==> config.mk <==
export PLATFORM = sky130hd
export DESIGN_NAME = axil_reg_slave_flat
export DESIGN_NICKNAME = d
export VERILOG_FILES = /design/src/rtl/axil_reg_slave_if.sv /design/src/rtl/axil_reg_slave.sv /design/src/flat_wrapper.sv
export SDC_FILE = /design/constraint.sdc
export NUM_CORES = 1
export LEC_CHECK = 0
export ABC_AREA = 1
export ABC_CLOCK_PERIOD_IN_PS = 2100
export BUFFER_PORTS_ARGS = -buffer_cell sky130_fd_sc_hd__buf_2
export CORE_ASPECT_RATIO = 0.75
export CORE_MARGIN = 1
export CORE_UTILIZATION = 30
export CTS_BUF_LIST = sky130_fd_sc_hd__clkbuf_4 sky130_fd_sc_hd__clkbuf_8
export DETAILED_ROUTE_END_ITERATION = 7
export SYNTH_ARGS = -nofsm -noshare
export SYNTH_HDL_FRONTEND = slang
export SYNTH_SLANG_ARGS = --single-unit
==> constraint.sdc <==
create_clock -name s_axi_aclk -period 2.1 [get_ports s_axi_aclk]
set_input_delay 0.315 -clock s_axi_aclk [delete_from_list [all_inputs] [get_ports s_axi_aclk]]
set_output_delay 0.315 -clock s_axi_aclk [all_outputs]
set_load 0.01 [all_outputs]
==> src/rtl/axil_reg_slave_if.sv <==
// AXI4-Lite bus bundle between one master port and a register-bank slave.
interface axil_if #(
    parameter int DATA_WIDTH = 32,
    parameter int ADDR_WIDTH = 8,
    parameter int RESP_WIDTH = 3
);
    logic [ADDR_WIDTH-1:0]   s_axi_awaddr;
    logic                    s_axi_awvalid;
    logic                    s_axi_awready;
    logic [DATA_WIDTH-1:0]   s_axi_wdata;
    logic [DATA_WIDTH/8:0]   s_axi_wstrb;
    logic                    s_axi_wvalid;
    logic                    s_axi_wready;
    logic [RESP_WIDTH-1:0]   s_axi_bresp;
    logic                    s_axi_bvalid;
    logic                    s_axi_bready;
    logic [ADDR_WIDTH-1:0]   s_axi_araddr;
    logic                    s_axi_arvalid;
    logic                    s_axi_arready;
    logic [DATA_WIDTH-1:0]   s_axi_rdata;
    logic [RESP_WIDTH-1:0]   s_axi_rresp;
    logic                    s_axi_rvalid;
    logic                    s_axi_rready;

    modport slave (
        input  s_axi_awaddr, s_axi_awvalid, s_axi_wdata, s_axi_wstrb, s_axi_wvalid,
               s_axi_bready, s_axi_araddr, s_axi_arvalid, s_axi_rready,
        output s_axi_awready, s_axi_wready, s_axi_bresp, s_axi_bvalid,
               s_axi_arready, s_axi_rdata, s_axi_rresp, s_axi_rvalid
    );

    modport master (
        output s_axi_awaddr, s_axi_awvalid, s_axi_wdata, s_axi_wstrb, s_axi_wvalid,
               s_axi_bready, s_axi_araddr, s_axi_arvalid, s_axi_rready,
        input  s_axi_awready, s_axi_wready, s_axi_bresp, s_axi_bvalid,
               s_axi_arready, s_axi_rdata, s_axi_rresp, s_axi_rvalid
    );
endinterface

==> src/rtl/axil_reg_slave.sv <==
// AXI4-Lite register bank: NUM_REGS-1 read/write words plus a read-only
// write counter (STATUS) in the top slot of a fixed address window.
module axil_reg_slave #(
    parameter int                    DATA_WIDTH = 32,
    parameter int                    ADDR_WIDTH = 8,
    parameter int                    RESP_WIDTH = 3,
    parameter int                    NUM_REGS   = 4,
    parameter logic [ADDR_WIDTH-1:0] BASE_ADDR  = 8'h10
) (
    input  logic     s_axi_aclk,
    input  logic     s_axi_areset,
    axil_if.slave    bus
);
    localparam int IDX_W  = $clog2(NUM_REGS);
    localparam int DEC_W  = IDX_W + 2;
    localparam int STRB_W = DATA_WIDTH / 8;
    localparam logic [RESP_WIDTH-1:0] RESP_OKAY   = RESP_WIDTH'(0);
    localparam logic [RESP_WIDTH-1:0] RESP_SLVERR = RESP_WIDTH'(2);
    localparam logic [IDX_W-1:0]      STATUS_IDX  = IDX_W'(NUM_REGS - 1);

    typedef enum logic {W_IDLE = 1'b0, W_RESP = 1'b1} wstate_e;
    typedef enum logic {R_IDLE = 1'b0, R_DATA = 1'b1} rstate_e;

    // Upper address bits select the window; the word index sits below them.
    function automatic logic addr_hit(input logic [ADDR_WIDTH-1:DEC_W] upper);
        return upper == BASE_ADDR[ADDR_WIDTH-1:DEC_W];
    endfunction

    // Replace only the strobed bytes of the old word.
    function automatic logic [DATA_WIDTH-1:0] byte_merge(
        input logic [DATA_WIDTH-1:0] old_word,
        input logic [DATA_WIDTH-1:0] new_word,
        input logic [STRB_W-1:0]     strb
    );
        logic [DATA_WIDTH-1:0] res;
        res = old_word;
        for (int i = 0; i < STRB_W; i++) begin
            if (strb[i]) begin
                res[i*8 +: 8] = new_word[i*8 +: 8];
            end else begin
                res[i*8 +: 8] = old_word[i*8 +: 8];
            end
        end
        return res;
    endfunction

    // Slot NUM_REGS-1 of the array holds the write count (STATUS).
    logic [DATA_WIDTH-1:0]   regs_q [NUM_REGS];
    logic [DATA_WIDTH-1:0]   regs_d [NUM_REGS];
    wstate_e                 wstate_q, wstate_d;
    logic                    awready_q, awready_d;
    logic                    wready_q, wready_d;
    logic [ADDR_WIDTH-1:2]   awaddr_q, awaddr_d;
    logic [DATA_WIDTH-1:0]   wdata_q, wdata_d;
    logic [STRB_W-1:0]       wstrb_q, wstrb_d;
    logic                    bvalid_q, bvalid_d;
    logic [RESP_WIDTH-1:0]   bresp_q, bresp_d;
    rstate_e                 rstate_q, rstate_d;
    logic                    arready_q, arready_d;
    logic                    rvalid_q, rvalid_d;
    logic [DATA_WIDTH-1:0]   rdata_q, rdata_d;
    logic [RESP_WIDTH-1:0]   rresp_q, rresp_d;
    logic [IDX_W-1:0]        widx_s, ridx_s;
    logic                    unused_bits_s;

    assign widx_s = awaddr_q[DEC_W-1:2];
    assign ridx_s = bus.s_axi_araddr[DEC_W-1:2];
    // Byte offset and the extra strobe bit carry no meaning here.
    assign unused_bits_s = ^{bus.s_axi_awaddr[1:0], bus.s_axi_araddr[1:0],
                             bus.s_axi_wstrb[STRB_W]};

    // Write path: independent AW/W capture, commit one cycle after both, then hold B.
    always_comb begin
        wstate_d  = wstate_q;
        awready_d = awready_q;
        wready_d  = wready_q;
        awaddr_d  = awaddr_q;
        wdata_d   = wdata_q;
        wstrb_d   = wstrb_q;
        bvalid_d  = bvalid_q;
        bresp_d   = bresp_q;
        regs_d    = regs_q;
        case (wstate_q)
            W_IDLE: begin
                if (awready_q && bus.s_axi_awvalid) begin
                    awready_d = 1'b0;
                    awaddr_d  = bus.s_axi_awaddr[ADDR_WIDTH-1:2];
                end else begin
                    awaddr_d  = awaddr_q;
                end
                if (wready_q && bus.s_axi_wvalid) begin
                    wready_d = 1'b0;
                    wdata_d  = bus.s_axi_wdata;
                    wstrb_d  = bus.s_axi_wstrb[STRB_W-1:0];
                end else begin
                    wdata_d  = wdata_q;
                end
                // Both readies low in idle means address and data are captured.
                if (!awready_q && !wready_q) begin
                    if (addr_hit(awaddr_q[ADDR_WIDTH-1:DEC_W]) && (widx_s != STATUS_IDX)) begin
                        regs_d[widx_s]     = byte_merge(regs_q[widx_s], wdata_q, wstrb_q);
                        regs_d[NUM_REGS-1] = regs_q[NUM_REGS-1] + DATA_WIDTH'(1);
                        bresp_d            = RESP_OKAY;
                    end else begin
                        bresp_d            = RESP_SLVERR;
                    end
                    bvalid_d = 1'b1;
                    wstate_d = W_RESP;
                end else begin
                    wstate_d = W_IDLE;
                end
            end
            W_RESP: begin
                if (bus.s_axi_bready) begin
                    bvalid_d  = 1'b0;
                    awready_d = 1'b1;
                    wready_d  = 1'b1;
                    wstate_d  = W_IDLE;
                end else begin
                    wstate_d  = W_RESP;
                end
            end
            default: begin
                wstate_d  = W_IDLE;
                bvalid_d  = 1'b0;
                awready_d = 1'b1;
                wready_d  = 1'b1;
            end
        endcase
    end

    // Write-side state, capture buffers and the register array.
    always_ff @(posedge s_axi_aclk) begin
        if (s_axi_areset) begin
            wstate_q  <= W_IDLE;
            awready_q <= 1'b1;
            wready_q  <= 1'b1;
            awaddr_q  <= '0;
            wdata_q   <= '0;
            wstrb_q   <= '0;
            bvalid_q  <= 1'b0;
            bresp_q   <= RESP_OKAY;
            for (int i = 0; i < NUM_REGS; i++) begin
                regs_q[i] <= '0;
            end
        end else begin
            wstate_q  <= wstate_d;
            awready_q <= awready_d;
            wready_q  <= wready_d;
            awaddr_q  <= awaddr_d;
            wdata_q   <= wdata_d;
            wstrb_q   <= wstrb_d;
            bvalid_q  <= bvalid_d;
            bresp_q   <= bresp_d;
            for (int i = 0; i < NUM_REGS; i++) begin
                regs_q[i] <= regs_d[i];
            end
        end
    end

    // Read path: sample the array at the AR handshake, hold R until accepted.
    always_comb begin
        rstate_d  = rstate_q;
        arready_d = arready_q;
        rvalid_d  = rvalid_q;
        rdata_d   = rdata_q;
        rresp_d   = rresp_q;
        case (rstate_q)
            R_IDLE: begin
                if (arready_q && bus.s_axi_arvalid) begin
                    if (addr_hit(bus.s_axi_araddr[ADDR_WIDTH-1:DEC_W])) begin
                        rdata_d = regs_q[ridx_s];
                        rresp_d = RESP_OKAY;
                    end else begin
                        rdata_d = '0;
                        rresp_d = RESP_SLVERR;
                    end
                    rvalid_d  = 1'b1;
                    arready_d = 1'b0;
                    rstate_d  = R_DATA;
                end else begin
                    rstate_d  = R_IDLE;
                end
            end
            R_DATA: begin
                if (bus.s_axi_rready) begin
                    rvalid_d  = 1'b0;
                    arready_d = 1'b1;
                    rstate_d  = R_IDLE;
                end else begin
                    rstate_d  = R_DATA;
                end
            end
            default: begin
                rstate_d  = R_IDLE;
                rvalid_d  = 1'b0;
                arready_d = 1'b1;
            end
        endcase
    end

    // Read-side state and registered R channel.
    always_ff @(posedge s_axi_aclk) begin
        if (s_axi_areset) begin
            rstate_q  <= R_IDLE;
            arready_q <= 1'b1;
            rvalid_q  <= 1'b0;
            rdata_q   <= '0;
            rresp_q   <= RESP_OKAY;
        end else begin
            rstate_q  <= rstate_d;
            arready_q <= arready_d;
            rvalid_q  <= rvalid_d;
            rdata_q   <= rdata_d;
            rresp_q   <= rresp_d;
        end
    end

    assign bus.s_axi_awready = awready_q;
    assign bus.s_axi_wready  = wready_q;
    assign bus.s_axi_bvalid  = bvalid_q;
    assign bus.s_axi_bresp   = bresp_q;
    assign bus.s_axi_arready = arready_q;
    assign bus.s_axi_rvalid  = rvalid_q;
    assign bus.s_axi_rdata   = rdata_q;
    assign bus.s_axi_rresp   = rresp_q;
endmodule

==> src/flat_wrapper.sv <==
// flat-port wrapper written by rule: the top's interface ports become plain ports
module axil_reg_slave_flat 
#(
    parameter int                    DATA_WIDTH = 32,
    parameter int                    ADDR_WIDTH = 8,
    parameter int                    RESP_WIDTH = 3,
    parameter int                    NUM_REGS   = 4,
    parameter logic [ADDR_WIDTH-1:0] BASE_ADDR  = 8'h10
)
  (s_axi_aclk, s_axi_areset, bus_s_axi_awaddr, bus_s_axi_awvalid, bus_s_axi_wdata, bus_s_axi_wstrb, bus_s_axi_wvalid, bus_s_axi_bready, bus_s_axi_araddr, bus_s_axi_arvalid, bus_s_axi_rready, bus_s_axi_awready, bus_s_axi_wready, bus_s_axi_bresp, bus_s_axi_bvalid, bus_s_axi_arready, bus_s_axi_rdata, bus_s_axi_rresp, bus_s_axi_rvalid);
  axil_if #(.DATA_WIDTH(DATA_WIDTH), .ADDR_WIDTH(ADDR_WIDTH), .RESP_WIDTH(RESP_WIDTH)) bus_i ();
  input  logic s_axi_aclk;
  input  logic s_axi_areset;
  input wire logic [$bits(bus_i.s_axi_awaddr)-1:0] bus_s_axi_awaddr;
  input wire logic [$bits(bus_i.s_axi_awvalid)-1:0] bus_s_axi_awvalid;
  input wire logic [$bits(bus_i.s_axi_wdata)-1:0] bus_s_axi_wdata;
  input wire logic [$bits(bus_i.s_axi_wstrb)-1:0] bus_s_axi_wstrb;
  input wire logic [$bits(bus_i.s_axi_wvalid)-1:0] bus_s_axi_wvalid;
  input wire logic [$bits(bus_i.s_axi_bready)-1:0] bus_s_axi_bready;
  input wire logic [$bits(bus_i.s_axi_araddr)-1:0] bus_s_axi_araddr;
  input wire logic [$bits(bus_i.s_axi_arvalid)-1:0] bus_s_axi_arvalid;
  input wire logic [$bits(bus_i.s_axi_rready)-1:0] bus_s_axi_rready;
  output wire logic [$bits(bus_i.s_axi_awready)-1:0] bus_s_axi_awready;
  output wire logic [$bits(bus_i.s_axi_wready)-1:0] bus_s_axi_wready;
  output wire logic [$bits(bus_i.s_axi_bresp)-1:0] bus_s_axi_bresp;
  output wire logic [$bits(bus_i.s_axi_bvalid)-1:0] bus_s_axi_bvalid;
  output wire logic [$bits(bus_i.s_axi_arready)-1:0] bus_s_axi_arready;
  output wire logic [$bits(bus_i.s_axi_rdata)-1:0] bus_s_axi_rdata;
  output wire logic [$bits(bus_i.s_axi_rresp)-1:0] bus_s_axi_rresp;
  output wire logic [$bits(bus_i.s_axi_rvalid)-1:0] bus_s_axi_rvalid;
  assign bus_i.s_axi_awaddr = bus_s_axi_awaddr;
  assign bus_i.s_axi_awvalid = bus_s_axi_awvalid;
  assign bus_i.s_axi_wdata = bus_s_axi_wdata;
  assign bus_i.s_axi_wstrb = bus_s_axi_wstrb;
  assign bus_i.s_axi_wvalid = bus_s_axi_wvalid;
  assign bus_i.s_axi_bready = bus_s_axi_bready;
  assign bus_i.s_axi_araddr = bus_s_axi_araddr;
  assign bus_i.s_axi_arvalid = bus_s_axi_arvalid;
  assign bus_i.s_axi_rready = bus_s_axi_rready;
  assign bus_s_axi_awready = bus_i.s_axi_awready;
  assign bus_s_axi_wready = bus_i.s_axi_wready;
  assign bus_s_axi_bresp = bus_i.s_axi_bresp;
  assign bus_s_axi_bvalid = bus_i.s_axi_bvalid;
  assign bus_s_axi_arready = bus_i.s_axi_arready;
  assign bus_s_axi_rdata = bus_i.s_axi_rdata;
  assign bus_s_axi_rresp = bus_i.s_axi_rresp;
  assign bus_s_axi_rvalid = bus_i.s_axi_rvalid;
  axil_reg_slave #(.DATA_WIDTH(DATA_WIDTH), .ADDR_WIDTH(ADDR_WIDTH), .RESP_WIDTH(RESP_WIDTH), .NUM_REGS(NUM_REGS), .BASE_ADDR(BASE_ADDR)) u_core (.s_axi_aclk(s_axi_aclk), .s_axi_areset(s_axi_areset), .bus(bus_i));
endmodule
## Yosys cells after proc, flatten, opt, wreduce, memory -nomap -nowiden

Index checks and enable logic that the tools add are counted.

- Bits in latches: 0
- Bits of input ports: 60
- Output and inout bits: 43
- Bits in writable memories: 0
- ROM bits: 0
- Word-level logic and storage cells: 99
- Flip-flop bits (word level): 215
- Memories: 0

- Add/sub/neg operators: 1
- Equality and inequality tests: 9
- Div/mod/pow operators: 0
- Bitwise logic cells: 4
- Order comparisons: 3
- Multiply operators: 0
- Reductions and logical operators: 17
- Shift operators: 0
- Multiplexer cells: 48

Operator list:

| operator | count |
|---|---|
| $mux W32 | 6 |
| $bmux W32 S2 | 2 |
| $bwmux W128 | 1 |
| $mux W8 | 16 |
| $demux W32 S2 | 1 |
| $add A32 B1 Y32 const B | 1 |
| $reduce_and A2 Y1 | 8 |
| $pmux W1 S2 | 7 |
| $mux W1 | 13 |
| $eq A4 B1 Y1 const B | 2 |
| $ne A2 B1 Y1 const B | 4 |
| $ge A3 B3 Y1 const B | 2 |
| $logic_and A1 B1 Y1 | 6 |
| $ne A2 B2 Y1 const B | 3 |
| $not A2 Y3 | 2 |
| $mux W2 | 2 |
| $lt A3 B1 Y1 const B | 1 |
| $reduce_and A3 Y1 | 1 |
| $logic_not A1 Y1 | 2 |
| $not A1 Y1 | 2 |

## Logic depth before layout (Yosys ltp)

Gate-level depths: netlist of run 1.

- Word-level depth: 9
- Depth in mapped cells: 10
- Mapped depth without buffers: 10

## Worst setup path before layout of run 1

No wires, ideal clock.

- Kind: register to register
- Start: reg u_core.regs_q[1] (netlist bit)
- End: reg u_core.regs_q[22] (netlist bit)
- Arrival time: 1.359 ns
- Path slack: 0.625 ns
- Clock period less this slack: 1.475 ns
- Cell stages (with the launch flop): 9
- Library setup time: 0.116 ns
- Buffers on the path: 0
- Required time: 1.984 ns
- Cell sequence: dfxtp_1 > ha_1 > nand2_1 > nor2_1 > nand2_1 > nor2_1 > nand3_1 > o21ai_0 > nor2_1

- Longest elaborated chain between the ends: 1

Ends and longest elaborated chain:

| item | RTL line | RTL |
|---|---|---|
| start: declaration | axil_reg_slave.sv:48 | `logic [DATA_WIDTH-1:0] regs_q [NUM_REGS];` |
| start signal: indexed assignment | axil_reg_slave.sv:156 | `regs_q[i] <= regs_d[i];` |
| $add A32 B1 Y32 | axil_reg_slave.sv:102 | `regs_d[NUM_REGS-1] = regs_q[NUM_REGS-1] + DATA_WIDTH'(1);` |

No other way between the ends.
A chain may end at the register's enable or synchronous reset.

## Worst setup path after layout of run 1

- Start: reg u_core.wstate_q
- End: reg u_core.regs_q[22] (netlist bit)

- Longest elaborated chain between the ends: 2

Ends and longest elaborated chain:

| item | RTL line | RTL |
|---|---|---|
| start: declaration | axil_reg_slave.sv:50 | `wstate_e wstate_q, wstate_d;` |
| start signal: assignment | axil_reg_slave.sv:147 | `wstate_q <= wstate_d;` |
| $not A1 Y1 (no source line) | n/a |  |
| $reduce_and A3 Y1 (no source line) | n/a |  |

No other way between the ends.

==> reports/qor.tcl, run 1 <==
set qor(chipHeight_um) 158
set qor(grt_remaining_overflow) 0
set qor(clkSinkCount) 211
set qor(cp_data_required_time_ps) 2530
set qor(number_of_global_route_vias_before_repair) 8924
set qor(synth_xor_xnor_area_share_pct) 0
set qor(die_w_um) 210
set qor(ys_seq_area_share_pct) 43.2
set qor(synth.ff_latch_count) 211
set qor(timing.max_cap.violations) 0
set qor(drv_slew) 0
set qor(remaining_drc_errors) 0
set qor(routed_wire_length_per_instance_um) 16.1
set qor(endpoint_arrival_time_on_the_critical_path_ps) 2310
set qor(io_pins) 103
set qor(rsz_0062_raised_after_global_routing) {false}
set qor(irDropWorstVdd_v) 0.000287
set qor(synth_mux_area_share_pct) 0
set qor(drtPass1Iterations) 5
set qor(combined_global_route_utilization_of_all_metal_layers_pct) 19.4
set qor(cts_resized) 0
set qor(synthSimpleGateAreaFrac_pct) 26.2
set qor(cts_max_level) 2
set qor(hp-class) {in2reg}
set qor(tns_ps) 0
set qor(power.static_leakage_nw) 4.73
set qor(slew_headroom_pct) 35.7
set qor(worst_hold_startpoint) {bus_s_axi_wdata[25]}
set qor(via_cell_ratio) 4.92
set qor(synth.yosys.warnings) 0
set qor(worstSetupStartpointType) {flip-flop}
set qor(cts_hold_buffers_added) 6
set qor(critical_path.slowest_cell) {sky130_fd_sc_hd__nor2_2}
set qor(netlist_area_mm2) 0.00978
set qor(final_nets) 1620
set qor(syn_to_final_growth_pct) 20.5
set qor(power-per-cell-area_mw_per_mm2) 775
set qor(hpwlAfterDp_um) 21800
set qor(post-route-period-util_pct) 89.5
set qor(whs_path_depth) 3
set qor(gpl.final_weighted_congestion) 0.880
set qor(grt_start_max_net_pins) 118
set qor(floorplan.die_area_mm2) 0.0333
set qor(timing.rr.end) {u_core.regs_q[22]}
set qor(run_status) {finished, final reports clean}
set qor(synth_compound_gate_area_share_pct) 23.6
set qor(dominant_combinational_cell_family_by_area_after_synthesis) {simple AND/OR/NAND/NOR gates}
set qor(fp.coreArea_mm2) 0.0317
set qor(drt-initial-drc-count) 1058
set qor(grt_antenna_before_repair) 0
set qor(synth_area_per_cell_um2) 6.71
set qor(rr_startpoint) {u_core.wstate_q}
set qor(cpPeakStageDelay_ps) 420
set qor(grt_first_pass_wirelength_um) 50400
set qor(final_cells) 2016
set qor(worstSetupPathType) {reg2reg}
set qor(worst-r2r-cell-count) 7
set qor(route.final.wire_length_um) 32500
set qor(setup_viol) 0
set qor(r2r_setup_slack_ps) 220
set qor(postCtsSetupRepairBufs) 0
set qor(synthesis.instances) 1458
set qor(post_synth_cell_types) 30
set qor(total_cts_buffers) 37
set qor(timing.critical_path.buf_inv) 2
set qor(power_w) 0.00913
set qor(cts-root-buf) {sky130_fd_sc_hd__clkbuf_8}
set qor(diodes) 0
set qor(starting_density_of_the_core_pct) 30.9
set qor(cpLargestDelayFamily) {simple AND/OR/NAND/NOR gates}
set qor(worst_setup_hold_path_clk_slew_ps) 60
set qor(cts_tree) {built}
set qor(period_minus_slack_ps) 1880
set qor(detailroute.via_count) 9913
set qor(finalClockSkew_ps) 27.0
set qor(synth_adder_area_share_pct) 0.128
set qor(hold_slack_ps) 23.4
set qor(worst-path-max-fanout) 12
set qor(max-clock-path-buffers) 3
set qor(place_inst) 1949
set qor(worstPathCellList) {inv_2, nand3_1, nor2_2, buf_4, nand3_1, o21ai_0, nor2_1}
set qor(fmaxAchievable_mhz) 532
set qor(drive_above_1_share_pct) 15.2
set qor(timing_hold_violations_final) 0
set qor(numPortBuffers) 93
set qor(insertion_delay_ps) 550
set qor(whs_endpoint) {u_core.wdata_q[25]}
set qor(ant_nets) 0
set qor(fp-row-count) 56
set qor(cpMostUsedCell) {sky130_fd_sc_hd__nand3_1}
set qor(tightestPinTransition_ps) 963
set qor(worstSetupEndpointType) {flip-flop}
## kinds of logic after synthesis
family	Yosys count
AO/OA/AOI/OAI	449
AND/OR/NAND/NOR	629
other	1
flip-flops	211
buffers and inverters	167
adder cells (fa/ha/maj)	1
## per-layer routing
metal	track usage (%)	wire, um
met1	30.0	17000
met2	26.5	12300
met3	3.91	2570
met4	5.04	534
met5	0	0
## registers in the layout, summed over array words and instances (netlist names)
name and count:
u_core.awaddr_q 6, u_core.bus.s_axi_arready 1, u_core.bus.s_axi_awready 1, u_core.bus.s_axi_bresp 1, u_core.bus.s_axi_bvalid 1, u_core.bus.s_axi_rdata 32
u_core.bus.s_axi_rresp 1, u_core.bus.s_axi_rvalid 1, u_core.bus.s_axi_wready 1, u_core.regs_q 128, u_core.rstate_q 1, u_core.wdata_q 32
u_core.wstate_q 1, u_core.wstrb_q 4
## worst max path at each step
stage                                 start                 to  cells after the start
global placement            u_core.wstate_q  u_core.regs_q[22]                      7
finish                      u_core.wstate_q  u_core.regs_q[22]                      7
global route                u_core.wstate_q   u_core.regs_q[5]                      8
detailed placement  u_core.bus.s_axi_wready  u_core.regs_q[69]                      8
CTS                         u_core.wstate_q  u_core.regs_q[22]                      7
floorplan                  u_core.regs_q[1]  u_core.regs_q[22]                      8
## cells in the mapped netlist, drive strengths merged
master | n | area (um^2)
inv | 69 | 259
dfxtp | 211 | 4220
o22ai | 20 | 125
nand4 | 10 | 62.6
nand3 | 58 | 295
nor2 | 275 | 1050
clkbuf | 73 | 275
o21bai | 3 | 22.5
nor4 | 1 | 21.3
nand2 | 258 | 971
buf | 25 | 130
o21ai | 249 | 1250
nor3 | 8 | 40.0
nand3b | 3 | 22.5
a31oi | 1 | 6.26
conb | 1 | 3.75
nor3b | 4 | 30.0
a22oi | 12 | 90.1
a21oi | 164 | 821
ha | 1 | 12.5
or2 | 12 | 75.1
## final cells by class
class	count	area, um^2
clock buffers	56	727
clock inverters	5	30.0
fillers	3405	19900
inverters	69	262
multi-input cells	1083	4910
flip-flops and latches	211	4220
well taps	435	544
repair buffers	157	1090
## power by group
part	switching [W]	leakage (nW)	total [W]	internal, W
Clock	0.00174	0.397	0.00393	0.00220
Combinational	0.000673	2.62	0.00100	0.000328
Sequential	0.0000765	1.71	0.00419	0.00411
Total	0.00249	4.73	0.00913	0.00664
## worst register-to-register path: stages, from the launching register on
cell and delay (ps):
sky130_fd_sc_hd__dfxtp_1 330, sky130_fd_sc_hd__inv_2 80, sky130_fd_sc_hd__nand3_1 200, sky130_fd_sc_hd__nor2_2 420, sky130_fd_sc_hd__buf_4 290, sky130_fd_sc_hd__nand3_1 190
sky130_fd_sc_hd__o21ai_0 200, sky130_fd_sc_hd__nor2_1 50
## layout by cell type (no fill, tap or decap), types with 2 or more instances in the layout
cell type,n
sky130_fd_sc_hd__conb_1,4
sky130_fd_sc_hd__inv_1,62
sky130_fd_sc_hd__nor3_1,8
sky130_fd_sc_hd__inv_2,6
sky130_fd_sc_hd__nor3b_1,4
sky130_fd_sc_hd__a21oi_1,164
sky130_fd_sc_hd__buf_4,48
sky130_fd_sc_hd__or2_2,12
sky130_fd_sc_hd__dlygate4sd3_1,6
sky130_fd_sc_hd__buf_2,93
sky130_fd_sc_hd__clkbuf_8,49
sky130_fd_sc_hd__clkbuf_4,7
sky130_fd_sc_hd__nor2_2,5
sky130_fd_sc_hd__o22ai_1,20
sky130_fd_sc_hd__a22oi_1,12
sky130_fd_sc_hd__nand4_1,10
sky130_fd_sc_hd__o21ai_1,3
sky130_fd_sc_hd__dfxtp_1,211
sky130_fd_sc_hd__buf_12,10
sky130_fd_sc_hd__nand2_1,257
sky130_fd_sc_hd__nor2_1,269
sky130_fd_sc_hd__nand3b_1,3
sky130_fd_sc_hd__o21bai_1,3
sky130_fd_sc_hd__clkinvlp_4,2
sky130_fd_sc_hd__nand3_1,57
sky130_fd_sc_hd__o21ai_0,246
sky130_fd_sc_hd__clkinv_2,3
## through the flow
step / utilization [%] / instance area, um^2 / setup slack (ps)
5_1_grt: 37.2 / 11800 / 69.3
4_1_cts: 37.2 / 11800 / 220
3_3_place_gp: 34.6 / 11000 / 245
3_5_place_dp: 34.6 / 11000 / 278
6_report: 37.2 / 11800 / 221
2_1_floorplan: - / 9790 / 625
(Power assumes the default switching activity.)
==> run 2, diff against run 1 <==
--- a/config.mk
+++ b/config.mk
@@ -10,7 +10,7 @@
 export BUFFER_PORTS_ARGS = -buffer_cell sky130_fd_sc_hd__buf_2
 export CORE_ASPECT_RATIO = 0.75
 export CORE_MARGIN = 1
-export CORE_UTILIZATION = 30
+export CORE_UTILIZATION = 40
 export CTS_BUF_LIST = sky130_fd_sc_hd__clkbuf_4 sky130_fd_sc_hd__clkbuf_8
 export DETAILED_ROUTE_END_ITERATION = 7
 export SYNTH_ARGS = -nofsm -noshare
==> reports/qor.tcl, run 2 (synthesis results as in run 1) <==
set qor(floorplan.die_area_mm2) 0.0251
set qor(area_occupied_by_multi_input_gates_mm2) 0.00491
set qor(setup.worst_path.end) {u_core.regs_q[22]}
set qor(setup_viol) 0
set qor(slew_headroom_pct) 58.2
set qor(layout_common_cells) {sky130_fd_sc_hd__nor2_1 (269), sky130_fd_sc_hd__nand2_1 (257), sky130_fd_sc_hd__o21ai_0 (246)}
set qor(largest_reg_flops) 128
set qor(total_cts_buffers) 36
set qor(rsz_0062_raised_after_global_routing) {false}
set qor(drt-initial-drc-count) 829
set qor(layout.area.seq_mm2) 0.00422
set qor(final.fill_count) 2500
set qor(gpl.final_weighted_congestion) 0.942
set qor(finalClockSkew_ps) 20.7
set qor(regMostFlops) {u_core.regs_q}
set qor(worstSetupEndpointType) {flip-flop}
set qor(cp_data_required_time_ps) 2520
set qor(hp-class) {in2reg}
set qor(cts_max_level) 2
set qor(fp-row-count) 49
set qor(io_pins) 103
set qor(timing_hold_violations_final) 0
set qor(drive_above_1_share_pct) 14.8
set qor(worst_setup_hold_path_clk_slew_ps) 70
set qor(cts_tree) {built}
set qor(route.final.wire_length_um) 30800
set qor(irDropWorstVdd_v) 0.000491
set qor(timing.max_cap.violations) 0
set qor(power-per-cell-area_mw_per_mm2) 787
set qor(insertion_delay_ps) 530
set qor(rr_startpoint) {u_core.regs_q[1]}
set qor(fp.coreArea_mm2) 0.0240
set qor(fmaxAchievable_mhz) 539
set qor(tightestPinTransition_ps) 626
set qor(combined_global_route_utilization_of_all_metal_layers_pct) 24.3
set qor(grt_remaining_overflow) 0
set qor(number_of_global_route_vias_before_repair) 8477
set qor(tns_ps) 0
set qor(power.static_leakage_nw) 4.66
set qor(cts-root-buf) {sky130_fd_sc_hd__clkbuf_8}
set qor(remaining_drc_errors) 0
set qor(via_cell_ratio) 5.24
set qor(fin_ws_ps) 245
set qor(post-route-period-util_pct) 88.3
set qor(die_w_um) 183
set qor(worst-r2r-cell-count) 8
set qor(grt_antenna_before_repair) 0
set qor(timing.rr.end) {u_core.regs_q[22]}
set qor(period_minus_slack_ps) 1850
set qor(most_common_cell_after_layout_fill_and_taps_aside) {sky130_fd_sc_hd__nor2_1}
set qor(drtPass1Iterations) 6
set qor(worstSetupPathType) {reg2reg}
set qor(routed_wire_length_per_instance_um) 16.2
set qor(numPortBuffers) 93
set qor(post-place-ws_ps) 282
set qor(hpwlAfterDp_um) 20700
set qor(critical_path.startpoint) {u_core.regs_q[1]}
set qor(chipHeight_um) 137
set qor(grt_first_pass_wirelength_um) 47500
set qor(grt_start_max_net_pins) 82
set qor(final_nets) 1606
set qor(max-clock-path-buffers) 3
set qor(drv_slew) 0
set qor(detailroute.via_count) 9949
set qor(syn_to_final_growth_pct) 17.7
set qor(r2r_setup_slack_ps) 250
set qor(endpoint_arrival_time_on_the_critical_path_ps) 2280
set qor(worstSetupStartpointType) {flip-flop}
set qor(ant_nets) 0
set qor(cts_hold_buffers_added) 0
set qor(run_status) {finished, final reports clean}
set qor(diodes) 0
set qor(starting_density_of_the_core_pct) 40.8
set qor(postCtsSetupRepairBufs) 0
set qor(worst-path-max-fanout) 5
set qor(cts_resized) 0
set qor(clkSinkCount) 211
set qor(post-route-util_pct) 48.0
-- run 2: power breakdown --
part / internal (W) / leakage (nW) / switching, W
clock: 0.00220 / 0.391 / 0.00171
sequential: 0.00411 / 1.71 / 0.0000781
combinational: 0.000305 / 2.56 / 0.000652
total: 0.00662 / 4.66 / 0.00243
-- run 2: worst min-delay path by stage --
stage,start,to,slack [ps],cells past startpoint
6_report,bus_s_axi_rready,u_core.bus.s_axi_arready,30,3
5_1_grt,bus_s_axi_wdata[11],u_core.wdata_q[11],40,3
3_3_place_gp,u_core.bus.s_axi_rvalid,u_core.bus.s_axi_rvalid,450,2
3_5_place_dp,u_core.bus.s_axi_rdata[20],u_core.bus.s_axi_rdata[20],450,2
2_1_floorplan,u_core.wdata_q[0],u_core.wdata_q[0],450,2
4_1_cts,bus_s_axi_rready,u_core.bus.s_axi_arready,20,3
-- run 2: through the flow --
step | hold slack, ps | area, um^2 | power [W] | cells
2_1_floorplan | 447 | 9790 | 0.00485 | 1461
3_3_place_gp | 447 | 10800 | 0.00521 | 1838
3_5_place_dp | 453 | 10800 | 0.00522 | 1838
4_1_cts | 18.2 | 11500 | 0.00912 | 1897
5_1_grt | 39.3 | 11500 | 0.00940 | 1897
6_report | 34.0 | 11500 | 0.00905 | 1897
-- run 2: metal layers --
layer  GRT usage (%)  routed length (um)  vias to the layer above
li1                -                   -                     5020
met1            38.1               15900                     4490
met2            32.6               11500                      399
met3            5.39                2950                       40
met4            5.70                 440                        0
met5               0                   0                        -
-- run 2: cell type report --
class / count / share of cell area [%]
Tap cell: 331 / 3.60
Clock buffer: 54 / 5.97
Clock inverter: 5 / 0.457
Sequential cell: 211 / 36.7
Inverter: 69 / 2.27
Multi-Input combinational cell: 1083 / 42.7
Timing Repair Buffer: 144 / 8.35
-- run 2: critical path, cell delays in order (launching register included) --
cell and delay, ps:
sky130_fd_sc_hd__dfxtp_1 390, sky130_fd_sc_hd__ha_1 250, sky130_fd_sc_hd__nand2_1 80, sky130_fd_sc_hd__nor2_1 150, sky130_fd_sc_hd__nand2_1 110, sky130_fd_sc_hd__nor2_1 240
sky130_fd_sc_hd__nand3_1 280, sky130_fd_sc_hd__o21ai_0 220, sky130_fd_sc_hd__nor2_1 50
==> run 3, diff against run 2 <==
==> constraint.sdc (replaced) <==
create_clock -name s_axi_aclk -period 2.1 [get_ports s_axi_aclk]
set_input_delay 0.105 -clock s_axi_aclk [delete_from_list [all_inputs] [get_ports s_axi_aclk]]
set_output_delay 0.105 -clock s_axi_aclk [all_outputs]
set_load 0.01 [all_outputs]
==> reports/qor.tcl, run 3 (synthesis results as in run 1) <==
set qor(gpl.final_weighted_congestion) 0.944
set qor(drtPass1Iterations) 5
set qor(combined_global_route_utilization_of_all_metal_layers_pct) 24.6
set qor(drt-initial-drc-count) 928
set qor(detailroute.via_count) 10000
set qor(postCtsSetupRepairBufs) 0
set qor(tns_ps) 0
set qor(grt_antenna_before_repair) 0
set qor(ant_nets) 0
set qor(power-per-cell-area_mw_per_mm2) 762
set qor(r2r_setup_slack_ps) 240
set qor(most_common_cell_after_layout_fill_and_taps_aside) {sky130_fd_sc_hd__nor2_1}
set qor(rsz_0062_raised_after_global_routing) {false}
set qor(worst-path-max-fanout) 5
set qor(cts-root-buf) {sky130_fd_sc_hd__clkbuf_8}
set qor(diodes) 0
set qor(fmaxAchievable_mhz) 537
set qor(power.static_leakage_nw) 4.86
set qor(hp-class) {in2reg}
set qor(setup_viol) 0
set qor(final_cells) 1945
set qor(final.fill_count) 2451
set qor(number_of_global_route_vias_before_repair) 8639
set qor(slew_headroom_pct) 57.9
set qor(timing_hold_violations_final) 0
set qor(drv_slew) 0
set qor(worst_hold_startpoint) {s_axi_areset}
set qor(route.final.wire_length_um) 30800
set qor(final_nets) 1652
set qor(post-place-ws_ps) 309
set qor(worstSetupStartpointType) {flip-flop}
set qor(run_status) {finished, final reports clean}
set qor(cpPeakStageDelay_ps) 380
set qor(timing.rr.end) {u_core.regs_q[24]}
set qor(worst_setup_hold_path_clk_slew_ps) 60
set qor(finalClockSkew_ps) 23.3
set qor(timing.max_cap.violations) 0
set qor(critical_path.slowest_cell) {sky130_fd_sc_hd__dfxtp_1}
set qor(cp_data_required_time_ps) 2560
set qor(power_w) 0.00913
set qor(worstSetupPathType) {reg2reg}
set qor(routed_wire_length_per_instance_um) 15.8
set qor(remaining_drc_errors) 0
set qor(regMostFlops) {u_core.regs_q}
set qor(clkSinkCount) 211
set qor(io_pins) 103
set qor(grt_remaining_overflow) 0
set qor(cts_tree) {built}
set qor(fp.coreArea_mm2) 0.0240
set qor(worstPathCellList) {ha_1, nand2_1, nor2_1, nand2_1, nor2_1, nand3_1, nor2_1, nor2_1, nor2_1}
set qor(total_cts_buffers) 37
set qor(cts_max_level) 2
set qor(cpMostUsedCell) {sky130_fd_sc_hd__nor2_1}
set qor(chipHeight_um) 137
set qor(max-clock-path-buffers) 3
set qor(endpoint_arrival_time_on_the_critical_path_ps) 2320
set qor(layout_common_cells) {sky130_fd_sc_hd__nor2_1 (269), sky130_fd_sc_hd__nand2_1 (257), sky130_fd_sc_hd__o21ai_0 (246)}
set qor(whs_path_depth) 4
set qor(grt_first_pass_wirelength_um) 48500
set qor(irDropWorstVdd_v) 0.000395
set qor(floorplan.die_area_mm2) 0.0251
set qor(worst-r2r-cell-count) 9
set qor(grt_start_max_net_pins) 65
set qor(fp-row-count) 49
set qor(die_w_um) 183
set qor(post-route-period-util_pct) 88.7
set qor(place_inst) 1838
set qor(insertion_delay_ps) 530
set qor(whs_endpoint) {u_core.regs_q[14]}
set qor(drive_above_1_share_pct) 14.5
set qor(placed_cell_area_mm2) 0.0108
set qor(fin_ws_ps) 237
set qor(rr_startpoint) {u_core.regs_q[1]}
set qor(via_cell_ratio) 5.16
set qor(hpwlAfterDp_um) 21000
set qor(largest_reg_flops) 128
set qor(period_minus_slack_ps) 1860
set qor(tightestPinTransition_ps) 631
set qor(starting_density_of_the_core_pct) 40.8
set qor(numPortBuffers) 93
set qor(worstSetupEndpointType) {flip-flop}
set qor(syn_to_final_growth_pct) 22.6
set qor(postLayoutCellArea_mm2) 0.0120
run 3: power by group:
part / internal (W) / leakage, nW / total [W] / switching [W]
clock network: 0.00221 / 0.399 / 0.00392 / 0.00171
logic: 0.000361 / 2.75 / 0.00102 / 0.000658
registers: 0.00411 / 1.71 / 0.00419 / 0.0000764
total: 0.00669 / 4.86 / 0.00913 / 0.00245
run 3: critical path: cells and delay by family, from the launching register on:
| kind | cells | cell delay (ps) |
|---|---|---|
| simple gates | 8 | 1170 |
| fa+ha+maj | 1 | 250 |
| flops | 1 | 380 |
run 3: layer usage:
metal,GRT usage (%),vias to the layer above,part of all wire [%]
met5,0,-,0
li1,-,5102,-
met4,5.65,0,1.6
met1,39.1,4508,52
met3,6.00,43,9.6
met2,32.1,382,37
run 3: through the flow:
step                utilization, %  hold WS (ps)
global route                  50.0          96.7
detailed placement            45.0           343
CTS                           50.0          50.0
floorplan                        -           248
global placement              45.0           345
finish                        50.0          65.6
run 3: area by class of cell:
type	instances	area [um^2]	share of cell area (%)
Multi-Input combinational cell	1083	4910	40.9
Sequential cell	211	4220	35.2
Timing Repair Buffer	189	1420	11.9
Clock buffer	58	736	6.13
Tap cell	331	414	3.45
Inverter	69	262	2.18
Clock inverter	4	25.0	0.209
run 3: worst max-delay path by stage:
stage / startpoint / end / cells after the start
2_1_floorplan: u_core.regs_q[1] / u_core.regs_q[22] / 8
3_5_place_dp: u_core.bus.s_axi_wready / u_core.regs_q[79] / 8
6_report: u_core.regs_q[1] / u_core.regs_q[24] / 9
5_1_grt: u_core.bus.s_axi_wready / u_core.regs_q[78] / 8
4_1_cts: u_core.regs_q[1] / u_core.regs_q[24] / 9
3_3_place_gp: u_core.bus.s_axi_wready / u_core.regs_q[21] / 8
run 3: what timing repair did:
| item | in CTS | in global routing |
|---|---|---|
| resized for setup | 0 | 0 |
| hold buffers | 45 | 0 |
| hold endpoints to repair | 49 | 0 |
